`src/rtl/uart_tx_arbiter.sv`:
```
// Round-robin front end that shares one uart_tx serializer between NUM_REQ
// byte producers, with a watchdog that aborts frames whose tx_done never rises.
//
// Handshake: a requester raises req_valid[i] with req_data held stable; the word
// is taken by the edge that enters START, and req_ready[i] is high during START
// only. A req_valid still high in the following IDLE cycle is a new word.
module uart_tx_arbiter #(
  parameter int NUM_REQ    = 4,
  parameter int DATA_WIDTH = 8,
  parameter int TIMEOUT    = 65535,
  localparam int ID_W      = (NUM_REQ > 1) ? $clog2(NUM_REQ) : 1,
  localparam int CNT_W     = $clog2(TIMEOUT + 1)
) (
  input  logic                          clk,
  input  logic                          arstn,
  input  logic [NUM_REQ-1:0]            req_valid,
  input  logic [NUM_REQ*DATA_WIDTH-1:0] req_data,
  output logic [NUM_REQ-1:0]            req_ready,
  output logic                          tx_start,
  output logic [DATA_WIDTH-1:0]         tx_data,
  input  logic                          tx_done,
  output logic                          busy,
  output logic [ID_W-1:0]               grant_id,
  output logic                          timeout_err,
  output logic [1:0]                    dbg_state,
  output logic [ID_W-1:0]               dbg_ptr
);

  typedef enum logic [1:0] {
    S_IDLE  = 2'd0,
    S_START = 2'd1,
    S_WAIT  = 2'd2,
    S_GAP   = 2'd3
  } state_t;

  state_t                r_state;
  state_t                w_next;
  logic [ID_W-1:0]       r_ptr;
  logic [ID_W-1:0]       r_grant_id;
  logic [DATA_WIDTH-1:0] r_tx_data;
  logic                  r_done_q;
  logic [CNT_W-1:0]      r_cnt;

  logic                  w_found;
  logic [ID_W-1:0]       w_win;
  logic [DATA_WIDTH-1:0] w_win_data;
  logic                  w_done_rise;
  logic                  w_cnt_hit;

  function automatic logic [ID_W-1:0] wrap_add(input logic [ID_W-1:0] base, input int off);
    int sum;
    sum = int'(base) + off;
    if (sum >= NUM_REQ) sum = sum - NUM_REQ;
    return ID_W'(sum);
  endfunction

  // Search upward from the pointer with wrap-around; first valid bit wins.
  always_comb begin
    w_found = 1'b0;
    w_win   = '0;
    for (int k = 0; k < NUM_REQ; k++) begin
      if (!w_found && req_valid[wrap_add(r_ptr, k)]) begin
        w_found = 1'b1;
        w_win   = wrap_add(r_ptr, k);
      end
    end
  end

  assign w_win_data  = req_data[int'(w_win)*DATA_WIDTH +: DATA_WIDTH];
  // Only a fresh rising edge counts, so a level left high by the last frame is ignored.
  assign w_done_rise = tx_done & ~r_done_q;
  assign w_cnt_hit   = (r_cnt == CNT_W'(TIMEOUT - 1));

  always_ff @(posedge clk or negedge arstn) begin
    if (!arstn) begin
      r_state <= S_IDLE;
    end else begin
      r_state <= w_next;
    end
  end

  always_comb begin
    w_next = r_state;
    case (r_state)
      S_IDLE:  if (w_found) w_next = S_START;
      S_START: w_next = S_WAIT;
      S_WAIT:  if (w_done_rise || w_cnt_hit) w_next = S_GAP;
      S_GAP:   w_next = S_IDLE;
      default: w_next = S_IDLE;
    endcase
  end

  // Pulses decode straight from the state register so an async reset withdraws them at once.
  always_comb begin
    tx_start    = 1'b0;
    req_ready   = '0;
    busy        = 1'b1;
    timeout_err = 1'b0;
    case (r_state)
      S_IDLE:  busy = 1'b0;
      S_START: begin
        tx_start  = 1'b1;
        req_ready = {{(NUM_REQ-1){1'b0}}, 1'b1} << r_grant_id;
      end
      S_WAIT:  timeout_err = w_cnt_hit & ~w_done_rise;
      default: ;
    endcase
  end

  always_ff @(posedge clk or negedge arstn) begin
    if (!arstn) begin
      r_tx_data  <= '0;
      r_grant_id <= '0;
      r_ptr      <= '0;
      r_done_q   <= 1'b0;
      r_cnt      <= '0;
    end else begin
      r_done_q <= tx_done;
      if (r_state == S_IDLE && w_found) begin
        r_tx_data  <= w_win_data;
        r_grant_id <= w_win;
        r_ptr      <= wrap_add(w_win, 1);
      end
      // Watchdog runs only in WAIT and saturates rather than wrapping.
      if (r_state != S_WAIT) begin
        r_cnt <= '0;
      end else if (r_cnt != '1) begin
        r_cnt <= r_cnt + 1'b1;
      end
    end
  end

  assign tx_data   = r_tx_data;
  assign grant_id  = r_grant_id;
  assign dbg_state = r_state;
  assign dbg_ptr   = r_ptr;

endmodule

```
`config.mk`:
```
export PLATFORM = sky130hd
export DESIGN_NAME = uart_tx_arbiter
export DESIGN_NICKNAME = d
export VERILOG_FILES = /design/src/rtl/uart_tx_arbiter.sv
export SDC_FILE = /design/constraint.sdc
export NUM_CORES = 1
export LEC_CHECK = 0
export ABC_CLOCK_PERIOD_IN_PS = 4400
export CAP_MARGIN = 15
export CORE_MARGIN = 2
export CORE_UTILIZATION = 52
export CTS_BUF_LIST = sky130_fd_sc_hd__clkbuf_8
export CTS_CLUSTER_DIAMETER = 40
export DETAILED_ROUTE_END_ITERATION = 8
export PLACE_DENSITY = 0.95
export SLEW_MARGIN = 15
export SYNTH_ARGS = -nofsm -noshare
export SYNTH_HDL_FRONTEND = slang
export SYNTH_SLANG_ARGS = --single-unit
export TNS_END_PERCENT = 30
```
`constraint.sdc`:
```
create_clock -name clk -period 4.4 [get_ports clk]
set_input_delay 0.44 -clock clk [delete_from_list [all_inputs] [get_ports clk]]
set_output_delay 0.44 -clock clk [all_outputs]
set_load 0.03 [all_outputs]
```
Word-level counts from Yosys, hierarchy flattened
Index checks and enable logic that the tools add are counted.

RAM bits: 0. Output and inout bits: 21. ROM bits: 0. Flip-flop bits (word level): 31. Latch bits: 0. Memories kept: 0.

$lt $le $gt $ge: 9. Shift operators: 2. Eq/ne operators: 8. Multipliers: 0. Divide/modulo/power cells: 0. Reductions and logical operators: 11. Add/sub/neg operators: 10. Muxes and demuxes: 30. Bitwise logic cells: 4.

Operator list (number): 16-bit two-way mux (2); 32-bit by 6-bit variable part select with 8-bit output (1); 2-bit two-way mux (11); 16-bit by 1-bit adder with 16-bit output (second input constant) (1); 16-bit == test (second input constant) (1); 16-bit != test (second input constant) (1); 3-bit greater-or-equal comparator (second input constant) (4); 2-bit by 3-bit < comparator with 1-bit output (second input constant) (4); 1-bit two-way mux (11); 2-bit by 1-bit subtractor with 2-bit output (second input constant) (5); 1-bit binary-select mux with 2-bit select (4); 2-bit case mux with 4 select lines (1); 2-bit by 1-bit adder with 3-bit output (second input constant) (2); 2-bit by 2-bit adder with 3-bit output (second input constant) (2); 2-bit != test (second input constant) (3); 2-bit == test (second input constant) (2); 1-bit logical AND (4); 4-bit two-way mux (1); 1-bit by 2-bit << shifter with 4-bit output (first input constant) (1); 2-bit by 3-bit greater-or-equal comparator with 1-bit output (second input constant) (1); 1-bit zero test (3); 1-bit bitwise AND (2); 2-bit by 1-bit == test with 1-bit output (second input constant) (1); 2-bit zero test (1); other kinds (4) (5).

Longest topological paths before layout
Depth in word-level cells: 17. Depth in mapped cells: 7.

Worst setup path after synthesis
No wires, ideal clock.

Path kind: reg2out. Start point: register r_state[1] (netlist: dbg_state[1]). End point: output port req_ready[0]. Path buffers: 0. Stages on the path, launching flop included: 4. Arrival time: 1773 ps. Required time: 3960 ps. Slack: 2187 ps. Cells stage by stage: dfrtp_1 > inv_1 > ha_1 > nor3b_1.

Word-level cells in the longest chain between the ends: 2.

Ends and longest elaborated chain: start: declaration (RTL line 36) `state_t r_state;`; start signal: assignment (RTL line 78) `r_state <= w_next;`; 2-bit by 1-bit == test with 1-bit output (RTL line 99) `case (r_state)`; 4-bit two-way mux (RTL line 99); end: declaration (RTL line 18) `output logic [NUM_REQ-1:0] req_ready,`.

Every way passes these cells.

Worst setup path after layout
Start point: register r_state[0] (netlist: dbg_state[0]). End point: output port timeout_err.

Word-level cells in the longest chain between the ends: 2.

Ends and longest elaborated chain: 2-bit == test (RTL line 99); 1-bit two-way mux (RTL line 99); end: declaration (RTL line 24) `output logic timeout_err,`.

Every way passes these cells.

==> reports/qor.txt <==
Die Wd: 64.9 µm
largest net degree at the start of global routing: 32
syn nets: 249
antenna violations before repair: 0
Hold Startpoint: tx_data[0]
register area share after synthesis: 40.3%
Chip Height: 64.9 µm
TritonCTS buffer count: 5
Worst Path Required: 3.96 ns
Final WS setup: 1.57 ns
Worst-Skew Late Latency: 0.28 ns
num rows: 22
Fin. Hold Viols: 0
first-pass GRT wire length: 8510 µm
pre-CTS WS: 1.81 ns
number of port buffers: 59
gpl congestion: 0.912
count of warnings emitted by yosys: 0
DR pass1 iterations: 4
nets@finish: 311
kind of critical path: reg2out
post-DP HPWL: 3670 µm
vias post-DR: 1,821
Resized cells post-CTS: 0
routed length per instance: 15.4 µm
ant diodes: 0
Yosys top cell by area: dfrtp_1
grt ovf: 0
startpoint types: flop
Area Overhead vs Synth: 38.2%
ys async rst share: 100%
Slew Limit Fails: 0
number of I/O pins: 60
#FFs+latches synth: 31
share of cells above drive strength 1: 5.22%
Clock Skews: 0.00539 ns
Reg2Reg Setup Slack: 2.37 ns
Post-Syn Area per Cell: 9.40 µm²
fin crit share: 64.4%
Initial DRC Count: 125
Power Density: 538 nW/µm²
Critical Path AT: 2.39 ns
critical path capture point type: output pin
initial core utilization: 53.4%
RSZ-0062 raised after global routing: false
Root Buffer: clkbuf_8
worst r2r src: dbg_state[0]
WL final: 4870 µm
area share of the largest cell type after synthesis: 40.3%
die area: 4210 µm²
Worst Setup SP: dbg_state[0]
vias per cell: 5.76
total track usage: 26.0%
drt drc: 0
synthesized area: 1930 µm²
Final ANT Viol Nets: 0
Max VDD drop: 0.529 mV
CTS tree: done
count leader, synth: dfrtp_1
Setup Buffers After CTS: 0
fin util: 73.9%
count of cell types in the netlist: 42
H-tree levels: 2
Clock Tree Buf Depth: 2
cts hold-fix bufs: 0
Slew @ Worst Pin: 0.661 ns
TNS Setup: 0 ns
total clock sinks: 31
Core ar.: 3610 µm²
Max transition margin: 55.6%
count of final setup violators: 0
worst-path maximum fanout: 19
total of max-cap violations: 0
synthesized instance count: 205
number of global-route vias before repair: 1,899
Most used DFF post-synth: dfrtp_1
CP cell instances: inv_1 -> ha_1 -> o21ai_0 -> nor3_1 -> clkdlybuf4s50_1
commonest cells in the netlist: dfrtp_1, nand2_1, nand3_1, nor2_1, and2_1
EDFF count, synth: 0
Min Clock Period, post-route: 2.83 ns
Fmax: 353 MHz
HP Class: reg2reg
clock slew at reported path FFs: 0.06 ns
P_leak: 0.00116 µW
status: completed
max incr delay on CP: 0.69 ns
synth top area cells: dfrtp_1, and2_1, nand3_1
CP max stage cell: clkdlybuf4s50_1
## report_power, final
part | internal [µW] | switching, µW
registers | 359 | 75.5
logic | 334 | 427
clock network | 140 | 97.2
## per-stage QoR
| step | std cells | hold WS (ns) | total power [µW] | cell area, µm² |
|---|---|---|---|---|
| global placement | 308 | 0.504 | 1180 | 2560 |
| global route | 316 | 0.537 | 1530 | 2660 |
| detailed placement | 308 | 0.503 | 1200 | 2560 |
| CTS | 316 | 0.527 | 1440 | 2660 |
| finish | 316 | 0.525 | 1430 | 2660 |
| floorplan | 205 | 0.144 | 919 | 1930 |
## final timing paths
check	depth (start not counted)	to
setup / recovery	5	timeout_err
hold / removal	1	tx_data[0]
setup reg to reg	5	dbg_state[1]
hold reg to reg	1	tx_data[0]
max in group asynchronous	2	tx_data[4]
min in group asynchronous	2	r_cnt[9]
## critical path: cells and delay by family (launching register included)
kind                       cells  cell delay [ns]
and+or+nand+nor                1             0.21
AOI/OAI and AO/OA              1             0.23
DFF                            1             0.39
buffers and inverters          2             0.79
adders and majority gates      1             0.50
## cell usage in the layout (no fill, tap or decap), types with 7 or more instances in the layout
cell / n
and2_1: 13
and3_1: 8
clkbuf_8: 7
clkdlybuf4s50_1: 59
dfrtp_1: 31
inv_1: 7
nand2_1: 17
nand3_1: 15
nor2_1: 15
o21ai_0: 11
xnor2_1: 7
## routing by layer
metal | part of all wire (%) | up-vias | routed length, µm | global-route usage [%]
met1 | 39 | 848 | 1890 | 29.0
met5 | 0 | - | 0 | 0
met4 | 1.7 | 0 | 85 | 7.71
met3 | 6.2 | 15 | 304 | 7.29
li1 | - | 875 | - | -
met2 | 53 | 83 | 2590 | 47.8
## logic make-up after synthesis
kind of cell               share of synthesized area [%]
xor gates and xnor gates                            5.45
and+or+nand+nor                                     24.0
AOI/OAI and AO/OA                                   18.7
adders and majority gates                           3.25
muxes                                               6.10
DFF                                                 40.3
buffers and inverters                               2.27
## sequential cells by signal, indices dropped and copies added, names as in the netlist
| name | cells |
|---|---|
| r_cnt | 16 |
| tx_data | 8 |
| dbg_ptr | 2 |
| dbg_state | 2 |
| grant_id | 2 |
| r_done_q | 1 |
## final cells by class
class                      instances  area [µm²]
tap                               48        60.1
fill                             261         942
inverter                           6        22.5
sequential                        31         776
timing repair buffer              60         598
multi-input combinational        163        1110
clock inverter                     1        3.75
clock buffer                       7        96.3
(Power assumes the default switching activity.)
